`config.mk`:
```
export PLATFORM = sky130hd
export DESIGN_NAME = rf_wb_arbiter
export DESIGN_NICKNAME = d
export VERILOG_FILES = /design/src/rtl/rf_wb_arbiter.sv
export SDC_FILE = /design/constraint.sdc
export NUM_CORES = 1
export LEC_CHECK = 0
export ABC_AREA = 1
export CELL_PAD_IN_SITES_DETAIL_PLACEMENT = 1
export CELL_PAD_IN_SITES_GLOBAL_PLACEMENT = 2
export CORE_ASPECT_RATIO = 0.75
export CORE_MARGIN = 8
export CORE_UTILIZATION = 20
export CTS_BUF_LIST = sky130_fd_sc_hd__clkbuf_8
export DETAILED_ROUTE_END_ITERATION = 10
export GPL_ROUTABILITY_DRIVEN = 0
export PLACE_DENSITY_LB_ADDON = 0.1
export SYNTH_ARGS = -nofsm -noshare
export SYNTH_HDL_FRONTEND = slang
export SYNTH_SLANG_ARGS = --single-unit
```
`constraint.sdc`:
```
create_clock -name clk -period 1.4 [get_ports clk]
set_input_delay 0.21 -clock clk [delete_from_list [all_inputs] [get_ports clk]]
set_output_delay 0.21 -clock clk [all_outputs]
set_load 0.02 [all_outputs]
```
`src/rtl/rf_wb_arbiter.sv`:
```
// Register-file write-port arbiter (WB / mul-div / late-load) with a pending-write scoreboard.
// Define RF_WB_RR_EN for round-robin between mul/div and load; otherwise mul/div has fixed priority.
module rf_wb_arbiter (
  input  logic        clk,
  input  logic        rst,
  input  logic        wb_valid,
  input  logic [4:0]  wb_addr,
  input  logic [31:0] wb_data,
  input  logic        md_valid,
  output logic        md_ready,
  input  logic [4:0]  md_addr,
  input  logic [31:0] md_data,
  input  logic        ld_valid,
  output logic        ld_ready,
  input  logic [4:0]  ld_addr,
  input  logic [31:0] ld_data,
  input  logic        alloc_valid,
  input  logic [4:0]  alloc_addr,
  input  logic [4:0]  qa1,
  input  logic [4:0]  qa2,
  output logic        busy1,
  output logic        busy2,
  output logic [31:0] busy_mask,
  output logic        rf_we,
  output logic [4:0]  rf_wa,
  output logic [31:0] rf_wd
);

  logic        md_take;
  logic        ld_take;
  logic        gnt_any;
  logic [4:0]  gnt_addr;
  logic [31:0] gnt_data;
  logic [31:0] set_mask;
  logic [31:0] clr_mask;

  logic        rf_we_q, rf_we_d;
  logic [4:0]  rf_wa_q, rf_wa_d;
  logic [31:0] rf_wd_q, rf_wd_d;
  logic [31:0] busy_q, busy_d;

`ifdef RF_WB_RR_EN
  // rr_q=0 favours mul/div, rr_q=1 favours load; only consulted when both request.
  logic rr_q, rr_d;
`endif

  always_comb begin
    md_take = 1'b0;
    ld_take = 1'b0;
    if (!wb_valid) begin
`ifdef RF_WB_RR_EN
      if (md_valid && ld_valid) begin
        md_take = ~rr_q;
        ld_take = rr_q;
      end else begin
        md_take = md_valid;
        ld_take = ld_valid;
      end
`else
      md_take = md_valid;
      ld_take = ld_valid & ~md_valid;
`endif
    end
  end

  assign md_ready = md_take;
  assign ld_ready = ld_take;

  always_comb begin
    gnt_any  = wb_valid | md_take | ld_take;
    gnt_addr = ld_addr;
    gnt_data = ld_data;
    if (wb_valid) begin
      gnt_addr = wb_addr;
      gnt_data = wb_data;
    end else if (md_take) begin
      gnt_addr = md_addr;
      gnt_data = md_data;
    end
  end

  always_comb begin
    set_mask = 32'd0;
    clr_mask = 32'd0;
    if (alloc_valid)
      set_mask[alloc_addr] = 1'b1;
    if (md_take || ld_take)
      clr_mask[gnt_addr] = 1'b1;
    // Set after clear so a same-edge alloc of the register being retired keeps it busy.
    busy_d = ((busy_q & ~clr_mask) | set_mask) & 32'hFFFF_FFFE;
  end

  always_comb begin
    rf_we_d = gnt_any && (gnt_addr != 5'd0);
    rf_wa_d = rf_wa_q;
    rf_wd_d = rf_wd_q;
    if (gnt_any) begin
      rf_wa_d = gnt_addr;
      rf_wd_d = gnt_data;
    end
  end

`ifdef RF_WB_RR_EN
  always_comb begin
    rr_d = rr_q;
    if (md_take)
      rr_d = 1'b1;
    else if (ld_take)
      rr_d = 1'b0;
  end

  always_ff @(posedge clk) begin
    if (rst)
      rr_q <= 1'b0;
    else
      rr_q <= rr_d;
  end
`endif

  always_ff @(posedge clk) begin
    if (rst) begin
      rf_we_q <= 1'b0;
      rf_wa_q <= 5'd0;
      rf_wd_q <= 32'd0;
      busy_q  <= 32'd0;
    end else begin
      rf_we_q <= rf_we_d;
      rf_wa_q <= rf_wa_d;
      rf_wd_q <= rf_wd_d;
      busy_q  <= busy_d;
    end
  end

  assign rf_we     = rf_we_q;
  assign rf_wa     = rf_wa_q;
  assign rf_wd     = rf_wd_q;
  assign busy_mask = busy_q;
  assign busy1     = busy_q[qa1];
  assign busy2     = busy_q[qa2];

endmodule

```
==> impl_metrics.ini <==
[worst_setup_path]
critPathArrivalTime_ns = 1.41
required_ns = 1.19
critPathCapture = busy2
reg2reg_slack_ns = 0.55
critical_path.startpoint = busy_mask[23]
r2r-end = busy_mask[15]
worstSetupPathType = reg2out
end_kind = output port
critPathMaxFanout = 4
reg2reg_from = busy_mask[15]
cp-start-kind = flop
reg2regPathDepth = 4

[grt]
grt_pass1_vias = 5464
grt_usage_pct = 17.2
grt_pass1_wl_mm = 32.0
grt_antenna_before_repair = 0
gr-total-overflow = 0
grt_max_degree = 40

[synth]
syn_area_per_cell_um2 = 6.34
ys_types = 23
mappedNetlistNets = 740
synth_edf_count = 0
synth_top_area_share_pct = 35.9
yosysSeqAreaShare_pct = 35.9
synthArstFlopShare_pct = 0
ys_warn_count = 0
netlist_area_um2 = 3850
synth.area.top_cells = dfxtp_1, nand2_1, nand3_1
synth_top_area_cell = dfxtp_1
ys_ff_latch = 69
netlist_instances = 608
dominantRegCellSynth = dfxtp_1

[routing]
ant_nets = 0
dr.max_layer_used = met4
drc_errors = 0
drt_wl_total_mm = 20.9
wl_per_cell_um = 18.2
wl_met3_mm = 1.46
met2_wirelength_mm = 9.69
vias_per_cell = 4.55
wl_met1_mm = 9.60
initialDrtViolationCount = 218
via_count = 5218
drt_pass1_iterations = 4

[placed_design]
hpwl_mm = 16.7
io_buffers = 204
placedCellCount = 1122

[finish]
fin_nets = 1022
final_cell_mix = nand2_1, clkdlybuf4s50_1, buf_4
final_common_cell = nand2_1
antenna_cells = 0
area_delta_synth_final_pct = 86.7
drive_gt1_share_pct = 26.0
instances_no_fill = 1148

[floorplan]
start_util_pct = 20.2
core.rowCount = 44
die_y_um = 136
die_area_um2 = 24000
ios = 206
coreArea_um2 = 19100
fp.dieW_um = 176

[timing]
slew_viol_final = 0
final_hold_viol_count = 0
min_period_ns = 1.62
finalSetupTns_ns = -0.435
skew_ns = 0
rsz0062_at_grt = yes
fmax_mhz = 617
finalCritPeriodShare_pct = 116
report.final.setup_viol = 2
fin_ws_ns = -0.222

[flow_run]
maxCapViolCount = 0

[pwr]
internal_power_w = 0.00351
power_leakage_nw = 3.03
max-vdd-ir-drop_uv = 344
switching_power_w = 0.00163
swShare_pct = 31.7
p_seq_share_pct = 40.7
p_clk_share_pct = 30.2
pwr-share-comb_pct = 29.1
power_density_nw_per_um2 = 716

[clock_network]
cts_root_buf = clkbuf_8
clk_pin_slew_worst_paths_ns = 0.08
tritoncts = done
cts_num_sinks = 69
clockBufferDepth = 2
cts_buffers = 9
h-tree-depth = 3
clock_latency_ns = 0.35
postCtsHoldBufs = 0

[status]
outcome = finished with violations
violations = setup timing

[min_path]
hold_depth = 3
min_path_type = in2reg
==> synthesized netlist by cell type (3+ instances only) <==
cell type,number
inv_1,21
inv_2,6
a22oi_1,14
o21ai_1,12
buf_2,5
o211ai_1,6
buf_4,4
a31oi_1,33
dfxtp_1,69
o21ai_0,43
nor2_4,6
nor2_1,13
nand3_1,51
clkbuf_1,23
nand2_2,3
nor2_2,5
nand2_1,241
a21oi_1,37
nor3_1,10
==> cell families (layout without fill, tap and decap cells) <==
| kind of cell | after synthesis | count (layout) | share of synthesized area, % |
|---|---|---|---|
| AO/OA/AOI/OAI | 145 | 145 | 21.2 |
| buffers and inverters | 62 | 349 | 6.59 |
| flip-flops | 69 | 69 | 35.9 |
| other | 1 | 1 | 0.0973 |
| AND/OR/NAND/NOR | 331 | 331 | 36.2 |
==> power by group through the flow <==
stage                     Sequential, W  Combinational [W]  Clock, W
after global placement          0.00216            0.00150         0
after floorplan                 0.00227           0.000477         0
after CTS                       0.00210            0.00147   0.00165
after detailed placement        0.00216            0.00152         0
after global routing            0.00210            0.00163   0.00174
final                           0.00209            0.00150   0.00156
==> registers in the layout (all words and copies together), names as in the netlist <==
signal,count
rf_wa,5
rf_we,1
rf_wd,32
busy_mask,31
==> repair_timing <==
item / CTS / global route
resized for setup: 205 / 60
pin swaps: 10 / 24
gates cloned: 0 / 0
endpoints found under the setup margin: 137 / 50
buffers inserted: 5 / 5
==> critical path, stage by stage, from the launching register on <==
cell and delay [ns]:
dfxtp_4 0.39, nand2_1 0.06, nand3_1 0.07, nand3_1 0.06
nand2_1 0.11, nand2_1 0.06, nand2_1 0.06, nand2_1 0.05
nand2_1 0.07, buf_6 0.12
==> metrics by stage <==
| step | worst slack (ns) | total power (W) | util (%) | hold slack, ns | cell area [um^2] |
|---|---|---|---|---|---|
| 2_1_floorplan | 0.0752 | 0.00275 | - | 0.279 | 3850 |
| 3_3_place_gp | -0.884 | 0.00366 | 35.6 | 0.503 | 6790 |
| 3_5_place_dp | -0.899 | 0.00368 | 35.6 | 0.513 | 6790 |
| 4_1_cts | -0.252 | 0.00522 | 37.0 | 0.379 | 7060 |
| 5_1_grt | -0.380 | 0.00548 | 37.6 | 0.390 | 7190 |
| 6_report | -0.222 | 0.00515 | 37.6 | 0.411 | 7190 |
==> how the worst min path moves through the flow <==
| stage | startpoint | to | slack (ns) |
|---|---|---|---|
| 4_1_cts | md_data[4] | rf_wd[4] | 0.38 |
| 5_1_grt | md_data[5] | rf_wd[5] | 0.39 |
| 3_5_place_dp | rf_wd[22] | rf_wd[22] | 0.51 |
| 3_3_place_gp | rf_wd[7] | rf_wd[7] | 0.50 |
| 6_report | md_data[4] | rf_wd[4] | 0.41 |
| 2_1_floorplan | rst | busy_mask[31] | 0.28 |
==> final cells by class <==
class,instances,area [um^2]
clock buffer,11,151
clock inverter,5,33.8
fill,2386,11900
inverter,29,114
multi-input combinational,477,2340
sequential,69,1450
tap,253,317
timing repair buffer,304,2780
==> layer usage <==
metal,up-vias,track usage (%)
met1,2475,22.7
li1,2604,-
met5,-,0
met2,130,28.3
met3,9,4.36
met4,0,2.91
Power figures use the tool's default switching activity.
